$ cat src/rtl/seq_divider_if.sv
// Operand/result bundle for seq_divider: the requester drives start and the
// operands, the divider returns status and registered results.
interface seq_divider_if #(
    parameter int WIDTH = 32
);
    logic             start;
    logic [WIDTH-1:0] dividend;
    logic [WIDTH-1:0] divisor;
    logic             busy;
    logic             done;
    logic [WIDTH-1:0] quotient;
    logic [WIDTH-1:0] remainder;
    logic             div_by_zero;

    modport master (
        output start, dividend, divisor,
        input  busy, done, quotient, remainder, div_by_zero
    );

    modport slave (
        input  start, dividend, divisor,
        output busy, done, quotient, remainder, div_by_zero
    );
endinterface

$ cat src/rtl/seq_divider.sv
// Multi-cycle restoring divider, STEPS_PER_CYCLE quotient bits per clock.
// Define SEQ_DIVIDER_SIGNED_EN for two's-complement operands (adds a FIX cycle).
module seq_divider #(
    parameter int WIDTH           = 32,
    parameter int STEPS_PER_CYCLE = 1
) (
    input  logic         clock,
    input  logic         clear,
    seq_divider_if.slave bus
);
    localparam int NCYC = WIDTH / STEPS_PER_CYCLE;
    localparam int CW   = $clog2(NCYC + 1);

`ifdef SEQ_DIVIDER_SIGNED_EN
    typedef enum logic [1:0] {IDLE, RUN, FIX, DONE} state_t;
`else
    typedef enum logic [1:0] {IDLE, RUN, DONE} state_t;
`endif

    state_t           state;
    logic [WIDTH-1:0] acc;
    logic [WIDTH-1:0] qreg;
    logic [WIDTH-1:0] mreg;
    logic [WIDTH-1:0] dvd;
    logic [CW-1:0]    cnt;
    logic             busy_r, done_r, dbz_r;
    logic [WIDTH-1:0] quo_r, rem_r;
`ifdef SEQ_DIVIDER_SIGNED_EN
    logic             neg_q, neg_r;
`endif

    // Chained restoring steps; the partial remainder stays below M so the
    // shifted value always fits in WIDTH+1 bits.
    logic [WIDTH:0]   a_t, diff;
    logic [WIDTH-1:0] q_t;
    always_comb begin
        a_t  = {1'b0, acc};
        q_t  = qreg;
        diff = '0;
        for (int s = 0; s < STEPS_PER_CYCLE; s++) begin
            a_t  = {a_t[WIDTH-1:0], q_t[WIDTH-1]};
            q_t  = {q_t[WIDTH-2:0], 1'b0};
            diff = a_t - {1'b0, mreg};
            if (!diff[WIDTH]) begin
                a_t    = diff;
                q_t[0] = 1'b1;
            end
        end
    end

    always_ff @(posedge clock) begin
        if (clear) begin
            state  <= IDLE;
            busy_r <= 1'b0;
            done_r <= 1'b0;
            dbz_r  <= 1'b0;
            quo_r  <= '0;
            rem_r  <= '0;
            acc    <= '0;
            qreg   <= '0;
            mreg   <= '0;
            dvd    <= '0;
            cnt    <= '0;
`ifdef SEQ_DIVIDER_SIGNED_EN
            neg_q  <= 1'b0;
            neg_r  <= 1'b0;
`endif
        end else begin
            done_r <= 1'b0;
            case (state)
                IDLE, DONE: begin
                    if (bus.start) begin
                        acc    <= '0;
                        cnt    <= CW'(NCYC);
                        dvd    <= bus.dividend;
`ifdef SEQ_DIVIDER_SIGNED_EN
                        qreg   <= bus.dividend[WIDTH-1] ? -bus.dividend : bus.dividend;
                        mreg   <= bus.divisor[WIDTH-1]  ? -bus.divisor  : bus.divisor;
                        neg_q  <= bus.dividend[WIDTH-1] ^ bus.divisor[WIDTH-1];
                        neg_r  <= bus.dividend[WIDTH-1];
`else
                        qreg   <= bus.dividend;
                        mreg   <= bus.divisor;
`endif
                        busy_r <= 1'b1;
                        state  <= RUN;
                    end else begin
                        state  <= IDLE;
                    end
                end
                RUN: begin
                    if (mreg == '0) begin
                        quo_r  <= '1;
                        rem_r  <= dvd;
                        dbz_r  <= 1'b1;
                        done_r <= 1'b1;
                        busy_r <= 1'b0;
                        state  <= DONE;
                    end else begin
                        acc  <= a_t[WIDTH-1:0];
                        qreg <= q_t;
                        cnt  <= cnt - CW'(1);
                        if (cnt == CW'(1)) begin
`ifdef SEQ_DIVIDER_SIGNED_EN
                            state  <= FIX;
`else
                            quo_r  <= q_t;
                            rem_r  <= a_t[WIDTH-1:0];
                            dbz_r  <= 1'b0;
                            done_r <= 1'b1;
                            busy_r <= 1'b0;
                            state  <= DONE;
`endif
                        end
                    end
                end
`ifdef SEQ_DIVIDER_SIGNED_EN
                // Magnitudes are done; restore truncate-toward-zero signs.
                FIX: begin
                    quo_r  <= neg_q ? -qreg : qreg;
                    rem_r  <= neg_r ? -acc  : acc;
                    dbz_r  <= 1'b0;
                    done_r <= 1'b1;
                    busy_r <= 1'b0;
                    state  <= DONE;
                end
`endif
                default: state <= IDLE;
            endcase
        end
    end

    assign bus.busy        = busy_r;
    assign bus.done        = done_r;
    assign bus.quotient    = quo_r;
    assign bus.remainder   = rem_r;
    assign bus.div_by_zero = dbz_r;
endmodule

$ cat src/flat_wrapper.sv
// flat-port wrapper written by rule: the top's interface ports become plain ports
module seq_divider_flat 
#(
    parameter int WIDTH           = 32,
    parameter int STEPS_PER_CYCLE = 1
)
  (clock, clear, bus_start, bus_dividend, bus_divisor, bus_busy, bus_done, bus_quotient, bus_remainder, bus_div_by_zero);
  seq_divider_if #(.WIDTH(WIDTH)) bus_i ();
  input  logic clock;
  input  logic clear;
  input wire logic [$bits(bus_i.start)-1:0] bus_start;
  input wire logic [$bits(bus_i.dividend)-1:0] bus_dividend;
  input wire logic [$bits(bus_i.divisor)-1:0] bus_divisor;
  output wire logic [$bits(bus_i.busy)-1:0] bus_busy;
  output wire logic [$bits(bus_i.done)-1:0] bus_done;
  output wire logic [$bits(bus_i.quotient)-1:0] bus_quotient;
  output wire logic [$bits(bus_i.remainder)-1:0] bus_remainder;
  output wire logic [$bits(bus_i.div_by_zero)-1:0] bus_div_by_zero;
  assign bus_i.start = bus_start;
  assign bus_i.dividend = bus_dividend;
  assign bus_i.divisor = bus_divisor;
  assign bus_busy = bus_i.busy;
  assign bus_done = bus_i.done;
  assign bus_quotient = bus_i.quotient;
  assign bus_remainder = bus_i.remainder;
  assign bus_div_by_zero = bus_i.div_by_zero;
  seq_divider #(.WIDTH(WIDTH), .STEPS_PER_CYCLE(STEPS_PER_CYCLE)) u_core (.clock(clock), .clear(clear), .bus(bus_i));
endmodule
$ cat config.mk
export PLATFORM = sky130hd
export DESIGN_NAME = seq_divider_flat
export DESIGN_NICKNAME = d
export VERILOG_FILES = /design/src/rtl/seq_divider_if.sv /design/src/rtl/seq_divider.sv /design/src/flat_wrapper.sv
export SDC_FILE = /design/constraint.sdc
export NUM_CORES = 1
export LEC_CHECK = 0
export ABC_AREA = 0
export CORE_MARGIN = 3
export CORE_UTILIZATION = 60
export DETAILED_ROUTE_END_ITERATION = 6
export PLACE_DENSITY = 0.86
export RECOVER_POWER = 25
export SLEW_MARGIN = 0
export SYNTH_ARGS = -nofsm -noshare
export SYNTH_HDL_FRONTEND = slang
export SYNTH_SLANG_ARGS = --single-unit
$ cat constraint.sdc
create_clock -name clock -period 7.1 [get_ports clock]
set_input_delay 1.065 -clock clock [delete_from_list [all_inputs] [get_ports clock]]
set_output_delay 1.065 -clock clock [all_outputs]
set_load 0.005 [all_outputs]
==> qor.log <==
[placed_design] cell area after placement 11,700 µm²
[route] via count 10,401
[global_routing] number of global-route vias before repair 9,681
[route] Vias per Instance 6.35
[cts] cts bufs inserted 22
[final_layout] final standard cell area without fillers 12,400 µm²
[cts] cts-stage hold buffer count 0
[route] number of DRC violations after detailed routing 0
[die] number of placed I/O pins 134
[cts] post-cts resize count 0
[die] area enclosed by the die boundary 18,900 µm²
[final_layout] layout cell share with drive strength beyond 1 0.0543
[worst_setup_path] type of origin of the critical path input port
[cts] CTS tree done
[worst_setup_path] category of cells accounting for the largest share of critical-path delay buffers and inverters
[timing] final setup violating endpoints 0
[global_routing] antenna violations before repair 0
[timing] final critical-path share of the clock period 0.682
[logic_synthesis] total nets after synthesis 1,434
[placed_design] placer congestion estimate 0.940
[cts] clock edge transition at the registers on the reported setup and hold paths 0.06 ns
[pwr] post-layout total power 4.30 mW
[logic_synthesis] top cells by area in the synthesized netlist sky130_fd_sc_hd__dfxtp_1, sky130_fd_sc_hd__nand2_1, sky130_fd_sc_hd__a21oi_1, sky130_fd_sc_hd__nor3_1, sky130_fd_sc_hd__nor2_1
[worst_setup_path] worst-path cell with the longest stage delay sky130_fd_sc_hd__clkbuf_1
[pwr] Clock power frac 0.249
[pwr] part of the power in combinational logic 0.439
[logic_synthesis] number of library cell types mapped by synthesis 71
[logic_synthesis] Post-synth ARST share 0
[timing] Sum Neg Setup Slack 0 ns
[flow_run] # Max-Cap Violations 1
[placed_design] IO buf count 133
[logic_synthesis] number of warnings reported in the yosys synthesis log 0
[die] placement row count 47
[timing] hold violation total from the final report 0
[logic_synthesis] top cell type by total area after synthesis sky130_fd_sc_hd__dfxtp_1
[worst_setup_path] worst-path cell chain dlygate4sd3_1 -> nor2b_1 -> clkbuf_1 -> nor2_1 -> nor4_1 -> xnor2_1 -> nor3_1
[worst_setup_path] Arrival @ worst endpoint 5.08 ns
[worst_setup_path] launch point of the critical path bus_start
[pwr] Worst VDD drop 0.216 mV
[worst_setup_path] WP buf/inv 2
[route] WL per Instance 19.8 µm
[final_layout] n_diodes 0
[global_routing] grt ovf 0
[final_layout] Layout Cells excl Fill 1,637
[die] placeable core area 16,800 µm²
[worst_setup_path] peak per-stage delay on the critical path 2.26 ns
[worst_setup_path] required arrival time at the worst endpoint 7.34 ns
[global_routing] global-route usage over all layers 0.339
[min_path] worst min-delay path class flop to flop
[global_routing] largest net degree at the start of global routing 88
[route] iteration count of the initial detailed-routing pass 7
[logic_synthesis] mean cell area of the mapped netlist 7.79 µm²
[timing] post-layout worst setup margin 2.26 ns
[logic_synthesis] Cell Area, Synth 10,400 µm²
[worst_setup_path] critical path capture point type flop
[global_routing] first-pass GRT wire length 51,100 µm
[timing] Clock Skews 0.0250 ns
[logic_synthesis] area share of the largest cell type after synthesis 0.391
[timing] final critical-path required period 4.84 ns
[final_layout] Final #Nets 1,504
[run_status] violated checks capacitance limit, slew limit
[timing] setup repair after global routing missed its margin no
[logic_synthesis] fraction of the yosys area taken by sequential cells 0.391
[logic_synthesis] flip-flop cell with the highest count after synthesis sky130_fd_sc_hd__dfxtp_1
[die] Die Wd 138 µm
[pwr] cell area power density 347 nW/µm²
[placed_design] Final HPWL DP 23,100 µm
[pwr] Switch Pwr 1.76 mW
[pwr] sequential power share 0.312
[logic_synthesis] number of register bits inferred by synthesis 203
[logic_synthesis] number of synthesized flops with an enable pin 0
[placed_design] worst setup timing slack at the placement stage 3.00 ns
[pwr] P_leak 4.86 nW
[die] y dimension of the die 138 µm
[worst_setup_path] kind of critical path input port to flop
[placed_design] placed instance count 1,598
[cts] CTS H-tree depth 1
[min_path] Worst Min Path Start u_core.dvd[31]$_SDFFE_PP0P_
[pwr] cell internal pwr 2.54 mW
[die] initial cell density of the core 0.619
[final_layout] area grow syn2layout 19.3%
[cts] insertion delay of the later-clocked pin in the worst-skew pair 0.53 ns
[route] remaining number of nets flagged by the antenna check after routing 0
[timing] slew at the pin with the worst max-slew slack 3.20 ns
[pwr] fraction of power spent switching nets 0.410
[cts] setup repair bufs after CTS 0
[logic_synthesis] number of standard cells after synthesis 1,332
[logic_synthesis] top cells by count, synth sky130_fd_sc_hd__dfxtp_1, sky130_fd_sc_hd__nand2_1, sky130_fd_sc_hd__a21oi_1
[timing] maximum clock frequency 207 MHz
[run_status] run status finished with violations
[cts] cell at the root of the clock tree sky130_fd_sc_hd__clkbuf_16
[timing] tightest slew margin relative to the limit -1.13
[worst_setup_path] Max Fanout on Critical Path 71
[route] drt initial violations 1,132
[worst_setup_path] FF-to-FF Start u_core.mreg[22]$_SDFFE_PP0P_
[route] DRT Wirelength 32,400 µm
[timing] final slew viol count 72
[cts] number of clock sinks seen by CTS 203
[cts] Longest Clk Path Bufs 3
[logic_synthesis] dominant cell by count in the synthesized netlist sky130_fd_sc_hd__dfxtp_1
## placed cells by master, fill, tap and decap left out, types with 11 or more instances in the layout
cell type	count
sky130_fd_sc_hd__nor4_1	12
sky130_fd_sc_hd__ha_1	34
sky130_fd_sc_hd__o41ai_1	15
sky130_fd_sc_hd__dlygate4sd3_1	19
sky130_fd_sc_hd__buf_4	12
sky130_fd_sc_hd__nand3_1	30
sky130_fd_sc_hd__clkdlybuf4s50_1	113
sky130_fd_sc_hd__a211oi_1	53
sky130_fd_sc_hd__a31oi_1	18
sky130_fd_sc_hd__nand2_1	199
sky130_fd_sc_hd__dfxtp_1	203
sky130_fd_sc_hd__mux2i_1	35
sky130_fd_sc_hd__clkbuf_16	22
sky130_fd_sc_hd__inv_1	49
sky130_fd_sc_hd__o21ai_0	60
sky130_fd_sc_hd__nor3_1	97
sky130_fd_sc_hd__nand4_1	12
sky130_fd_sc_hd__xnor2_1	11
sky130_fd_sc_hd__o211ai_1	12
sky130_fd_sc_hd__nor2_1	114
sky130_fd_sc_hd__a21oi_1	125
## tightest hold or removal path: stages, from the launching register on
cell and delay [ns]:
sky130_fd_sc_hd__dfxtp_1 0.31, sky130_fd_sc_hd__nand2_1 0.05, sky130_fd_sc_hd__a21oi_1 0.05
## layout make-up
| cell class | count | area (µm²) |
|---|---|---|
| clock buffers | 33 | 612 |
| clock inverters | 6 | 57.6 |
| multi-input cells | 981 | 5780 |
| repair buffers | 145 | 1420 |
| well taps | 220 | 275 |
| flip-flops and latches | 203 | 4060 |
| fillers | 1328 | 4370 |
| inverters | 49 | 184 |
## power groups by stage
stage	clock (mW)	combinational [mW]	sequential, mW
floorplan	0	1.36	1.32
global placement	0	1.79	1.36
detailed placement	0	1.80	1.36
CTS	1.08	1.82	1.34
global route	1.12	2.05	1.35
finish	1.07	1.89	1.34
## layer usage
layer,global-route usage,up-vias,share of wire
met4,0.140,0,0.051
met2,0.541,531,0.45
met3,0.0628,87,0.088
met5,0,-,0
met1,0.452,4879,0.41
li1,-,4904,-
## path summary, 6_finish.rpt
path,depth (start not counted),to,slack [ns]
worst max-delay path,7,u_core.cnt[3]$_SDFFE_PP0P_,2.26
worst min-delay path,2,u_core.dvd[31]$_SDFFE_PP0P_,0.46
worst min register to register,2,u_core.dvd[31]$_SDFFE_PP0P_,0.46
worst max register to register,10,u_core.bus.remainder[25]$_SDFFE_PP0P_,2.94
## per-stage QoR
| stage | utilization | hold WS (ns) |
|---|---|---|
| 3_5_place_dp | 0.699 | 0.449 |
| 6_report | 0.739 | 0.457 |
| 4_1_cts | 0.739 | 0.457 |
| 2_1_floorplan | - | 0.432 |
| 3_3_place_gp | 0.699 | 0.445 |
| 5_1_grt | 0.739 | 0.483 |
## sequential cells by signal (all words and copies together), names as in the netlist
signal                  flops
u_core.bus.remainder       32
u_core.bus.div_by_zero      1
u_core.dvd                 32
u_core.cnt                  6
u_core.state                2
u_core.qreg                32
u_core.acc                 32
u_core.mreg                32
u_core.bus.quotient        32
u_core.bus.done             1
u_core.bus.busy             1
## logic make-up after synthesis
family | share of synthesized area
simple gates | 0.224
compound gates | 0.233
flops | 0.391
buf+inv | 0.0565
mux | 0.0359
fa+ha+maj | 0.0429
xor+xnor | 0.0160
(Power assumes the default switching activity.)
